[src/rtl/fetch_unit.sv]
// Instruction fetch front end: single-outstanding memory requests feeding a
// DEPTH-entry prefetch queue, with redirect flush and sticky halt.
module fetch_unit #(
   parameter int ADDR_W   = 16,
   parameter int DATA_W   = 16,
   parameter int DEPTH    = 4,
   parameter int INC      = 2,
   parameter int RESET_PC = 0
) (
   input  logic              clk,
   input  logic              rst,
   output logic              imem_req,
   output logic [ADDR_W-1:0] imem_addr,
   input  logic              imem_rdy,
   input  logic              imem_rvalid,
   input  logic [DATA_W-1:0] imem_rdata,
   output logic              instr_valid,
   output logic [DATA_W-1:0] instr,
   output logic [ADDR_W-1:0] instr_pc,
   input  logic              instr_ready,
   input  logic              redirect_valid,
   input  logic [ADDR_W-1:0] redirect_pc,
   input  logic              hlt,
   output logic              halted,
   output logic [ADDR_W-1:0] pc_out
);
   localparam int PTR_W = (DEPTH > 1) ? $clog2(DEPTH) : 1;
   localparam int CNT_W = PTR_W + 1;

   logic [ADDR_W-1:0] r_pc;
   logic [ADDR_W-1:0] r_req_pc;
   logic [ADDR_W-1:0] r_q_pc  [DEPTH];
   logic [DATA_W-1:0] r_q_ins [DEPTH];
   logic [PTR_W-1:0]  r_head;
   logic [PTR_W-1:0]  r_tail;
   logic [CNT_W-1:0]  r_count;
   logic              r_out;
   logic              r_drop;
   logic              r_halted;

   logic w_accept;
   logic w_resp;
   logic w_push;
   logic w_pop;

   // Issuing only with no request in flight and a free slot means every
   // response always has room in the queue.
   assign imem_req = !rst && !r_halted && !redirect_valid && !r_out &&
                     (r_count < CNT_W'(DEPTH));
   assign w_accept = imem_req && imem_rdy;
   assign w_resp   = imem_rvalid && r_out;
   assign w_push   = w_resp && !r_drop && !redirect_valid;
   assign w_pop    = instr_valid && instr_ready && !redirect_valid;

   assign imem_addr   = r_pc;
   assign pc_out      = r_pc;
   assign halted      = r_halted;
   assign instr_valid = (r_count != '0);
   assign instr       = r_q_ins[r_head];
   assign instr_pc    = r_q_pc[r_head];

   always_ff @(posedge clk or posedge rst) begin
      if (rst) begin
         for (int i = 0; i < DEPTH; i++) begin
            r_q_pc[i]  <= '0;
            r_q_ins[i] <= '0;
         end
      end else if (w_push) begin
         r_q_pc[r_tail]  <= r_req_pc;
         r_q_ins[r_tail] <= imem_rdata;
      end
   end

   always_ff @(posedge clk or posedge rst) begin
      if (rst) begin
         r_pc     <= ADDR_W'(RESET_PC);
         r_req_pc <= '0;
         r_head   <= '0;
         r_tail   <= '0;
         r_count  <= '0;
         r_out    <= 1'b0;
         r_drop   <= 1'b0;
         r_halted <= 1'b0;
      end else begin
         if (hlt)
            r_halted <= 1'b1;
         if (redirect_valid) begin
            // A request still in flight is remembered so its data is thrown away.
            r_pc    <= redirect_pc;
            r_head  <= '0;
            r_tail  <= '0;
            r_count <= '0;
            r_out   <= r_out && !imem_rvalid;
            r_drop  <= r_out && !imem_rvalid;
         end else begin
            if (w_resp) begin
               r_out  <= 1'b0;
               r_drop <= 1'b0;
            end
            if (w_accept) begin
               r_out    <= 1'b1;
               r_req_pc <= r_pc;
               r_pc     <= r_pc + ADDR_W'(INC);
            end
            if (w_push)
               r_tail <= r_tail + PTR_W'(1);
            if (w_pop)
               r_head <= r_head + PTR_W'(1);
            if (w_push && !w_pop)
               r_count <= r_count + CNT_W'(1);
            else if (!w_push && w_pop)
               r_count <= r_count - CNT_W'(1);
         end
      end
   end
endmodule

[config.mk]
export PLATFORM = sky130hd
export DESIGN_NAME = fetch_unit
export DESIGN_NICKNAME = d
export VERILOG_FILES = /design/src/rtl/fetch_unit.sv
export SDC_FILE = /design/constraint.sdc
export NUM_CORES = 1
export LEC_CHECK = 0
export CAP_MARGIN = 20
export CORE_MARGIN = 4
export CORE_UTILIZATION = 35
export DETAILED_ROUTE_END_ITERATION = 10
export PLACE_DENSITY = 0.59
export REMOVE_ABC_BUFFERS = 1
export SLEW_MARGIN = 20
export SYNTH_ARGS = -nofsm -noshare
export SYNTH_HDL_FRONTEND = slang
export SYNTH_SLANG_ARGS = --single-unit
[constraint.sdc]
create_clock -name clk -period 7.4 [get_ports clk]
set_input_delay 0.74 -clock clk [delete_from_list [all_inputs] [get_ports clk]]
set_output_delay 0.74 -clock clk [all_outputs]
set_load 0.05 [all_outputs]
==> flow_summary.ini <==
[worst_hold_path]
min_to = r_q_ins[18]
hold_class = flop to flop
worstHoldPathCells = 1
worstHoldStart = r_q_ins[18]

[cells_and_area]
fin_nets = 650
final_common_cell = dfrtp_1
num_antenna_cells = 0
fill_cells = 1878
final_cell_mix = dfrtp_1 (168), mux2_2 (145), clkdlybuf4s50_1 (105), mux4_2 (32), nand2_1 (18)
drive_above_1_share = 0.357
syn_to_final_growth_pct = 22.5

[cts]
cts_sinks = 170
ctsResizeCount = 0
cts_root_buf = clkbuf_16
cts_buffer_depth = 2
clkLatencyLatePin_ns = 0.42
clkTransAtPathRegs_ns = 0.06
numCtsBuffers = 17
cts_tree = built
htree_levels = 4
cts_hold_buf = 0
cts_setup_buffers = 0

[placement]
dp_hpwl_mm = 10.6
dpl_worst_slack_ns = 3.83
gp_congestion = 0.773
portBuffers = 105

[floorplan]
start_util = 0.361
core_area_mm2 = 0.0213
die_x_um = 156
die_h_um = 156
ios = 106
rows = 53
die_area_mm2 = 0.0244

[routing]
num_vias = 4588
first_pass_iters = 4
drtAntennaViolNets = 0
drtIter0Drc = 129
routed_wl_mm = 17.2
wl_per_cell_um = 19.3
drc = 0
viasPerCell = 5.14

[setup_path]
critPathMaxFanout = 25
cp.required_ns = 6.66
reg2reg_to = r_q_ins[2]
worstSetupEndpointType = output pin
start_kind = flop
path_class = flop to output pin
r2r_start = r_out
reg2reg_setup_slack_ns = 4.75
crit_arrival_ns = 2.80
r2r_cells = 4

[synthesis]
yosys.area.top_type = dfrtp_1
synthFlopType = dfrtp_1
async_flop_share = 1.00
synthTopCellsByArea = dfrtp_1 (55%), mux2_2 (21%), mux4_2 (9.4%), buf_4 (1.7%), nand2_1 (1.1%)
synth_edf_count = 0
avgSynthCellArea_um2 = 14.8
synth_area_mm2 = 0.00769
ys_ff_latch = 170
ys_warn_count = 0
ys_seq_area_frac = 0.553
ys_types = 46
synth_top_area_share = 0.553
syn-instance-count = 521

[sta]
fin_skew_ns = 0.00878
rsz0062_at_grt = false
finalHoldViolCount = 0
fin_crit_ns = 3.54
max-slew-margin-rel = 0.318
fmax_mhz = 282
finalSetupViolations = 0
slew_violations = 0
setup_slack_ns = 3.86
period_share = 0.478
tightest_slew_ns = 1.02
finalSetupTns_ns = 0

[global_routing]
grt_usage = 0.148
grt_pass1_vias = 5206
grt_antenna_before_repair = 0
grt_overflow = 0
grt_max_degree = 92
grt_pass1_wl_mm = 28.2

[power_and_ir_drop]
ir_drop_mv = 0.162
p_per_area_mw_per_mm2 = 233
p_leak_nw = 4.31

[run]
max-cap-violations = 0

[status]
outcome = completed
critical path, stage by stage (launching register included):
cell	delay, ns
dfrtp_2	0.55
buf_4	0.51
mux4_2	0.59
clkdlybuf4s50_1	0.72
routing by layer:
metal | share of wire | track usage | up-vias
met3 | 0.036 | 0.0380 | 11
met1 | 0.45 | 0.192 | 2424
met2 | 0.51 | 0.254 | 86
met5 | 0 | 0 | -
met4 | 0.0079 | 0.0302 | 0
li1 | - | - | 2067
worst max path at each step:
stage,start,to
after global routing,r_head[0],instr[11]
after global placement,rst,imem_req
after detailed placement,redirect_valid,r_q_ins[48]
after floorplan,rst,halted
after CTS,r_head[1],instr_pc[6]
final,r_head[0],instr[11]
Yosys cell counts (2+ instances only):
cell type,number
ha_1,5
o211ai_1,2
and2_1,3
buf_1,15
nor2b_1,3
mux2i_1,2
o22ai_1,2
inv_1,8
mux2_2,145
o21ai_0,10
a31oi_1,2
nand2_1,22
a22oi_1,3
nor3_1,4
buf_2,5
buf_4,17
xnor2_1,4
or4_1,3
and3_1,3
and4_1,2
nor2_1,13
mux4_2,32
dfrtp_1,170
a32oi_1,2
nand3_1,8
xor2_1,7
clkbuf_1,6
nand4_1,5
sequential cells by signal (all words and copies together), names as in the netlist:
signal	cells
r_q_ins	64
imem_addr	16
halted	1
r_req_pc	16
r_head	2
r_out	1
r_tail	2
r_drop	1
r_q_pc	64
r_count	3
power breakdown:
| part | switching (mW) | total, mW | internal [mW] |
|---|---|---|---|
| combinational | 0.227 | 0.382 | 0.156 |
| sequential | 0.0610 | 1.02 | 0.957 |
| clock | 0.348 | 0.793 | 0.445 |
| total | 0.635 | 2.19 | 1.56 |
cells by family (layout without fill, tap and decap cells):
logic type | after synthesis | after routing | synth area share
flip-flops | 170 | 170 | 0.553
buffers and inverters | 51 | 147 | 0.0340
adder cells (fa/ha/maj) | 6 | 6 | 0.0107
AND/OR/NAND/NOR | 78 | 78 | 0.0584
XOR/XNOR | 11 | 11 | 0.0125
AO/OA/AOI/OAI | 26 | 26 | 0.0221
multiplexers | 179 | 179 | 0.309
layout make-up:
cell class              instances  area, um^2  area share
inverters                       8        35.0     0.00372
well taps                     275         344      0.0365
repair buffers                108        1080       0.114
clock inverters                 6        41.3     0.00439
flip-flops and latches        170        4260       0.452
clock buffers                  25         475      0.0505
multi-input cells             300        3180       0.338
through the flow:
stage	power, mW	utilization	instance area (um^2)	hold WS (ns)	instances
after floorplan	1.27	-	7460	0.474	478
after global placement	1.42	0.418	8890	0.481	861
after detailed placement	1.43	0.418	8890	0.487	861
after CTS	2.23	0.442	9410	0.501	892
after global routing	2.30	0.442	9410	0.504	892
final	2.19	0.442	9410	0.499	892
No activity file was read; power rests on OpenSTA's default activity.
